--- config.mk ---
export PLATFORM = sky130hd
export DESIGN_NAME = usb_rx_sequencer
export DESIGN_NICKNAME = d
export VERILOG_FILES = /design/src/rtl/usb_rx_sequencer.sv
export SDC_FILE = /design/constraint.sdc
export NUM_CORES = 1
export LEC_CHECK = 0
export CORE_MARGIN = 2
export CORE_UTILIZATION = 35
export DETAILED_ROUTE_END_ITERATION = 10
export GPL_TIMING_DRIVEN = 0
export REMOVE_ABC_BUFFERS = 1
export SYNTH_ARGS = -nofsm -noshare
export SYNTH_HDL_FRONTEND = slang
export SYNTH_SLANG_ARGS = --single-unit
--- constraint.sdc ---
create_clock -name clk -period 4.5 [get_ports clk]
set_input_delay 0.675 -clock clk [delete_from_list [all_inputs] [get_ports clk]]
set_output_delay 0.675 -clock clk [all_outputs]
set_load 0.02 [all_outputs]
--- src/rtl/usb_rx_sequencer.sv ---
// Receive-side USB SIE sequencer: SYNC hunt, bit unstuffing, LSB-first byte assembly, EOP/error detection.
// Define RX_BYTE_COUNT_EN to build the per-packet byte counter; otherwise rx_byte_count is tied to zero.
module usb_rx_sequencer #(
    parameter int SYNC_ZEROS = 6,
    parameter int STUFF_LEN  = 6
) (
    input  logic       clk,
    input  logic       rst,
    input  logic       rx_strobe,
    input  logic       rx_bit,
    input  logic       rx_se0,
    output logic       en_nrzidecoder,
    output logic       en_bitunstuff,
    output logic       en_sipo,
    output logic       rx_active,
    output logic [7:0] rx_byte,
    output logic       rx_byte_valid,
    output logic       rx_eop,
    output logic       rx_err,
    output logic [9:0] rx_byte_count
);

    // state | meaning
    // RESET | held in reset, everything disabled
    // IDLE  | hunting for SYNC
    // DATA  | unstuffing and assembling bytes
    // EOP   | counting SE0 bit times of the end-of-packet
    // ERR   | waiting for SE0 followed by J before hunting again
    localparam logic [2:0] S_RESET = 3'd0;
    localparam logic [2:0] S_IDLE  = 3'd1;
    localparam logic [2:0] S_DATA  = 3'd2;
    localparam logic [2:0] S_EOP   = 3'd3;
    localparam logic [2:0] S_ERR   = 3'd4;

    localparam int ZW = $clog2(SYNC_ZEROS + 1);

    logic [2:0]    state, state_n;
    logic [ZW-1:0] zero_cnt, zero_n;
    logic [2:0]    ones_cnt, ones_n;
    logic [2:0]    bit_cnt, bit_n;
    logic [1:0]    se0_cnt, se0_n;
    logic          se0_seen, seen_n;
    logic [6:0]    shift, shift_n;
    logic [7:0]    byte_n;
    logic          valid_n, eop_n, err_n;

    always_comb begin
        state_n = state;
        zero_n  = zero_cnt;
        ones_n  = ones_cnt;
        bit_n   = bit_cnt;
        se0_n   = se0_cnt;
        seen_n  = se0_seen;
        shift_n = shift;
        byte_n  = rx_byte;
        valid_n = 1'b0;
        eop_n   = 1'b0;
        err_n   = 1'b0;
        case (state)
            S_RESET: state_n = S_IDLE;
            S_IDLE: begin
                if (rx_strobe) begin
                    if (rx_se0) begin
                        zero_n = '0;
                    end else if (!rx_bit) begin
                        if (zero_cnt != ZW'(SYNC_ZEROS))
                            zero_n = zero_cnt + 1'b1;
                    end else if (zero_cnt >= ZW'(SYNC_ZEROS)) begin
                        state_n = S_DATA;
                        zero_n  = '0;
                        ones_n  = 3'd1;
                        bit_n   = 3'd0;
                    end else begin
                        zero_n = '0;
                    end
                end
            end
            S_DATA: begin
                if (rx_strobe) begin
                    if (rx_se0) begin
                        if (bit_cnt != 3'd0) begin
                            // this SE0 already counts toward the recovery SE0
                            err_n   = 1'b1;
                            state_n = S_ERR;
                            seen_n  = 1'b1;
                        end else begin
                            state_n = S_EOP;
                            se0_n   = 2'd1;
                        end
                    end else if (ones_cnt == 3'(STUFF_LEN)) begin
                        if (!rx_bit) begin
                            ones_n = 3'd0;
                        end else begin
                            err_n   = 1'b1;
                            state_n = S_ERR;
                            seen_n  = 1'b0;
                        end
                    end else begin
                        shift_n = {rx_bit, shift[6:1]};
                        bit_n   = bit_cnt + 3'd1;
                        ones_n  = rx_bit ? ones_cnt + 3'd1 : 3'd0;
                        if (bit_cnt == 3'd7) begin
                            byte_n  = {rx_bit, shift};
                            valid_n = 1'b1;
                        end
                    end
                end
            end
            S_EOP: begin
                if (rx_strobe) begin
                    if (rx_se0) begin
                        if (se0_cnt != 2'd3)
                            se0_n = se0_cnt + 2'd1;
                    end else if (se0_cnt >= 2'd2) begin
                        eop_n   = 1'b1;
                        state_n = S_IDLE;
                    end else begin
                        err_n   = 1'b1;
                        state_n = S_ERR;
                        seen_n  = 1'b0;
                    end
                end
            end
            S_ERR: begin
                if (rx_strobe) begin
                    if (rx_se0)
                        seen_n = 1'b1;
                    else if (se0_seen)
                        state_n = S_IDLE;
                end
            end
            default: state_n = S_IDLE;
        endcase

        if (state_n == S_IDLE && state != S_IDLE) begin
            zero_n  = '0;
            ones_n  = 3'd0;
            bit_n   = 3'd0;
            se0_n   = 2'd0;
            seen_n  = 1'b0;
            shift_n = 7'd0;
        end
    end

    always_ff @(posedge clk) begin
        if (rst) begin
            state          <= S_RESET;
            zero_cnt       <= '0;
            ones_cnt       <= 3'd0;
            bit_cnt        <= 3'd0;
            se0_cnt        <= 2'd0;
            se0_seen       <= 1'b0;
            shift          <= 7'd0;
            rx_byte        <= 8'h00;
            rx_byte_valid  <= 1'b0;
            rx_eop         <= 1'b0;
            rx_err         <= 1'b0;
            en_nrzidecoder <= 1'b0;
            en_bitunstuff  <= 1'b0;
            en_sipo        <= 1'b0;
            rx_active      <= 1'b0;
        end else begin
            state          <= state_n;
            zero_cnt       <= zero_n;
            ones_cnt       <= ones_n;
            bit_cnt        <= bit_n;
            se0_cnt        <= se0_n;
            se0_seen       <= seen_n;
            shift          <= shift_n;
            rx_byte        <= byte_n;
            rx_byte_valid  <= valid_n;
            rx_eop         <= eop_n;
            rx_err         <= err_n;
            en_nrzidecoder <= (state_n != S_RESET);
            en_bitunstuff  <= (state_n == S_DATA);
            en_sipo        <= (state_n == S_DATA);
            rx_active      <= (state_n == S_DATA) || (state_n == S_EOP);
        end
    end

`ifdef RX_BYTE_COUNT_EN
    // count survives EOP so it can be read after the packet; cleared by the next SYNC
    logic [9:0] byte_count;
    logic       count_clr;

    assign count_clr = (state == S_IDLE) && (state_n == S_DATA);

    always_ff @(posedge clk) begin
        if (rst)
            byte_count <= 10'd0;
        else if (count_clr)
            byte_count <= 10'd0;
        else if (valid_n && byte_count != 10'd1023)
            byte_count <= byte_count + 10'd1;
    end

    assign rx_byte_count = byte_count;
`else
    assign rx_byte_count = 10'd0;
`endif

endmodule
==> reports/qor.yml, run 1 <==
status: "completed"
gp_congestion: 0.8705
drv_cap: 0
synth_enable_flop_cells: 0
totalWireLength_um: 3623
clk_pin_slew_ns: 0.07
path_cells: "clkdlybuf4s50_1 -> nand2b_1 -> a31o_2 -> a21oi_1 -> a21o_1 -> nor3_1"
critPathSlowestCell: "clkdlybuf4s50_1"
hp-class: "register to register"
area.growth.synth_to_final_pct: 13.08
slew_violations: 0
slew_headroom_pct: 52.09
crit_path_end_kind: "register"
numPortBuffers: 19
yosys_warnings: 0
min_period_ns: 2.759
viasPerCell: 5.024
cts_buffer_depth: 2
initial_utilization_pct: 36.66
synth-seq-cells: 36
rsz0062_at_grt: "no"
post_cts_resized: 0
clock_power_share_pct: 41.5
antenna_found_initial: 0
drive_gt1_share_pct: 6.167
p_leak_nw: 0.7758
crit_required_ns: 4.66
netSwitchingFraction_pct: 24.62
synth_compound_area_share_pct: 18.53
root_buffer: "clkbuf_8"
fill_cells: 533
finalCritPeriodShare_pct: 61.31
syn_inst: 216
internal-power_mw: 0.5103
switching_power_mw: 0.1667
grt_usage_pct: 12.79
syn_area_um2: 1884
synth.top_cell.area_share_pct: 38.25
ios: 30
dp_slack_ns: 1.435
path_class: "input port to register"
hold_ws_ns: 0.4530
grt_pass1_vias: 1318
yosys.area.top_type: "dfxtp_1"
dp_hpwl_um: 2538
skew_ns: 0.006111
dieArea_um2: 5987
grt_overflow_total: 0
final_hold_viol_count: 0
grt_max_degree: 20
muxShareOfSynthArea_pct: 4.781
worst_slew_pin_slew_ns: 0.7187
path_max_fanout: 19
async_reset_ff_share_pct: 0
wl_per_cell_um: 12.20
p_comb_share_pct: 10.1
num_vias: 1492
cts_tree: "done"
final_common_cell: "dfxtp_1"
ant_nets: 0
remaining_drc_errors: 0
core_region_area_um2: 5140
power.density_nw_per_um2: 317.7
crit_path_max_incr_delay_ns: 0.64
pwr-share-seq_pct: 48.5
final_cell_mix: "dfxtp_1 (36), nor2_1 (25), clkdlybuf4s50_1 (19)"
synthXorXnorAreaFrac_pct: 0.4648
synth_top_cells_by_area: "dfxtp_1 (38%), ha_1 (6.0%), nor2_1 (5.0%)"
setup_tns_ns: 0
synth_top_family_by_area: "simple AND/OR/NAND/NOR gates"
synth_adder_area_share_pct: 5.976
dr.first_iter.drc_count: 136
final_core_util_pct: 41.46
synth.avg_cell_area_um2: 8.724
diodes: 0
fin_nets: 240
post-route-worst-setup-slack_ns: 1.741
numCtsBuffers: 5
cts_max_level: 2
dp_cells: 289
worstPathArrival_ns: 2.92
dr.pass1.iters: 4
ys.flop_type: "dfxtp_1"
setup_violations: 0
clk_latency_ns: 0.30
clock_sinks: 36
cts_setup_buffers: 0
fin_cells: 297
grt_pass1_wl_um: 6127
cp-start-kind: "input port"
yosys.area_share.simple_pct: 20.85
cts-hold-fix-buffers: 0
floorplan.rows: 26
ys_seq_area_share_pct: 38.25
die_y_um: 77.38
fmax_mhz: 362.5
synthDistinctLibCells: 47
ir_worst_vdd_uv: 124.3
die_x_um: 77.38
[synth_stat cells (2+ instances only)]
library cell / number
ha_1: 9
nand3_1: 9
nor2_1: 25
o21a_1: 3
nor3_1: 2
nand2_1: 15
mux2i_1: 9
nor2b_1: 2
a22oi_1: 3
nor3b_1: 3
nand3b_1: 2
o31ai_1: 4
inv_1: 9
clkbuf_1: 4
o22ai_1: 2
a31o_2: 2
buf_4: 11
or3b_1: 2
and2_1: 4
a211oi_1: 3
dfxtp_1: 36
buf_6: 4
buf_2: 6
and3_1: 2
a21oi_1: 15
nand2b_1: 2
nor4_1: 2
o21ai_0: 5
a311oi_1: 2
or4_1: 2
[layout make-up]
type | count | area [µm²] | area share, %
inverters | 9 | 33.78 | 1.585
repair buffers | 19 | 190.2 | 8.925
multi-input cells | 155 | 991.0 | 46.51
flip-flops and latches | 36 | 720.7 | 33.82
well taps | 70 | 87.58 | 4.110
clock inverters | 2 | 35.03 | 1.644
clock buffers | 6 | 72.57 | 3.406
[path summary, 6_finish.rpt]
path | start | end | slack [ns] | cells after the start
min reg2reg | rx_byte[4] | rx_byte[4] | 0.45 | 2
max reg2reg | state[1] | shift[3] | 2.16 | 5
min | rx_byte[4] | rx_byte[4] | 0.45 | 2
max | rx_se0 | bit_cnt[0] | 1.74 | 6
[power groups by stage]
stage	clock, mW	combinational (mW)	sequential (mW)
after floorplan	0	0.0436	0.336
after global placement	0	0.0685	0.335
after detailed placement	0	0.0680	0.335
after CTS	0.290	0.0684	0.328
after global routing	0.306	0.0743	0.329
final	0.281	0.0683	0.328
[worst max-delay path, delay by kind of cell]
kind | cells | cell delay, ns
AND/OR/NAND/NOR | 2 | 0.46
buffers and inverters | 1 | 0.64
AO/OA/AOI/OAI | 3 | 1.14
[cell families (layout without fill, tap and decap cells)]
group / after synthesis / after routing
mux: 9 / 9
compound gates: 49 / 49
simple gates: 77 / 77
fa+ha+maj: 9 / 9
xor+xnor: 1 / 1
flops: 36 / 36
other cells: 1 / 10
buf+inv: 34 / 36
[layer usage]
layer | track usage (%) | up-vias | share of wire [%]
li1 | - | 760 | -
met1 | 16.05 | 698 | 49
met2 | 19.91 | 27 | 45
met3 | 3.837 | 7 | 3.5
met4 | 6.429 | 0 | 2.2
met5 | 0 | - | 0
[stage by stage]
stage,total power [mW],area [µm²]
after detailed placement,0.4032,2023
final,0.6769,2131
after global placement,0.4037,2023
after global routing,0.7084,2131
after CTS,0.6861,2131
after floorplan,0.3798,1745
[state kept, by name, indices dropped and copies added, names as in the netlist, 2 cells and up]
register  cells
se0_cnt       2
bit_cnt       3
state         3
zero_cnt      3
rx_byte       8
shift         7
ones_cnt      3
No activity file was read; power rests on OpenSTA's default activity.
==> inputs of run 2 (changes only) <==
- clock period: 4.5 -> 2.6 ns (I/O delays scaled with it)
==> run 2 against run 1 <==
Utilization about the same; clock skew up 0.00051 ns; largest cell class unchanged; worst hold slack unchanged; register-to-register slack worse by 1.9 ns; critical path depth unchanged; setup slack worse by 1.5 ns; wire length down 0.11%; via count up 0.60%; count of clock-buffer cells in the layout unchanged; combinational power up 74%; global-route usage unchanged; critical path type unchanged; final cell count unchanged.
==> reports/qor.yml, run 2 (synthesis gave the netlist of run 1 again) <==
status: "completed"
gr-usage-met1_pct: 16.05
antenna_found_initial: 0
drv_cap: 0
dp_slack_ns: -0.1798
grtUsageMet3_pct: 3.837
ios: 30
numCtsBuffers: 5
area.growth.synth_to_final_pct: 13.15
crit_path_max_incr_delay_ns: 0.63
power.density_nw_per_um2: 549.6
grt_pass1_wl_um: 6127
fin_nets: 240
cts_buffer_depth: 2
floorplan.rows: 26
finalCritPeriodShare_pct: 90.28
min_period_ns: 2.347
gp_congestion: 0.8705
cpLargestDelayFamily: "simple AND/OR/NAND/NOR gates"
path_class: "input port to register"
worstPathArrival_ns: 2.52
clock_sinks: 36
core_region_area_um2: 5140
totalWireLength_um: 3619
final_core_util_pct: 41.48
hold-path-cell-count: 2
fmax_mhz: 426.0
dieArea_um2: 5987
hp-class: "register to register"
cp_num_cells: 6
setup_tns_ns: 0
num_vias: 1501
worst-path-buf-inv: 1
cts_tree: "done"
use_met2_pct: 19.91
path_cells: "clkdlybuf4s50_1 -> or4b_1 -> o311a_2 -> and2_1 -> a22oi_1 -> nor2_1"
viasPerCell: 5.054
initial_utilization_pct: 36.66
post_cts_resized: 0
setup_violations: 0
slew_headroom_pct: 52.09
drive_gt1_share_pct: 6.608
path_max_fanout: 17
cts_max_level: 2
hold_ws_ns: 0.4530
cts-hold-fix-buffers: 0
dr.pass1.iters: 4
ant_nets: 0
ir_worst_vdd_uv: 214.6
crit_required_ns: 2.78
diodes: 0
rsz0062_at_grt: "no"
clk_latency_ns: 0.30
critPathSlowestCell: "clkdlybuf4s50_1"
skew_ns: 0.006621
largest_reg_flops: 8
final_hold_viol_count: 0
dp_hpwl_um: 2538
remaining_drc_errors: 0
wl_per_cell_um: 12.19
final_cell_mix: "dfxtp_1 (36), nor2_1 (25), clkdlybuf4s50_1 (19)"
worst_slew_pin_slew_ns: 0.7187
numPortBuffers: 19
final_common_cell: "dfxtp_1"
largest-register: "rx_byte"
root_buffer: "clkbuf_8"
reg.largest.list: "rx_byte x8, shift x7"
p_leak_nw: 0.7753
dr.first_iter.drc_count: 136
die_y_um: 77.38
grt_pass1_vias: 1318
crit_path_end_kind: "register"
cp-start-kind: "input port"
die_x_um: 77.38
cts_setup_buffers: 0
grt_overflow_total: 0
r2r_cells: 5
post-route-worst-setup-slack_ns: 0.2527
busiest_layer: "met2"
slew_violations: 0
grt_usage_pct: 12.79
grt_max_degree: 20
clk_pin_slew_ns: 0.07
## run 2: changes by cell type in the layout (fill, tap and decap cells not counted)
cell    delta
a21o_2     +1
a21o_1     -1
## run 2: per-stage QoR
| stage | instances | cell area (µm²) | power [mW] |
|---|---|---|---|
| after floorplan | 200 | 1745 | 0.6573 |
| after global routing | 297 | 2132 | 1.227 |
| after detailed placement | 289 | 2023 | 0.6978 |
| after CTS | 297 | 2131 | 1.187 |
| final | 297 | 2132 | 1.172 |
| after global placement | 289 | 2023 | 0.6987 |
## run 2: worst min-delay path, delay by kind of cell (launching register included)
family | cells | cell delay [ns]
AO/OA/AOI/OAI | 1 | 0.05
flip-flops | 1 | 0.31
AND/OR/NAND/NOR | 1 | 0.05
## run 2: per-layer routing
| metal | wire (µm) | share of wire, % | up-vias |
|---|---|---|---|
| met2 | 1643 | 45 | 31 |
| met1 | 1745 | 48 | 702 |
| met4 | 81 | 2.2 | 0 |
| met3 | 148 | 4.1 | 7 |
| li1 | - | - | 761 |
| met5 | 0 | 0 | - |
## run 2: cell type report
class / count / area [µm²]
fill: 532 / 3008
multi-input combinational: 155 / 992.2
sequential: 36 / 720.7
timing repair buffer: 19 / 190.2
tap: 70 / 87.58
clock buffer: 6 / 72.57
clock inverter: 2 / 35.03
inverter: 9 / 33.78
## run 2: path summary, 6_finish.rpt
check              from    endpoint  slack, ns
max              rx_bit  bit_cnt[2]       0.25
min          rx_byte[4]  rx_byte[4]       0.45
max reg2reg    state[1]    shift[3]       0.27
min reg2reg  rx_byte[4]  rx_byte[4]       0.45
## run 2: report_power, final
part           total (mW)  switching, mW  internal [mW]
Sequential          0.567        0.00859          0.559
Clock               0.486          0.201          0.284
Combinational       0.119         0.0783         0.0403
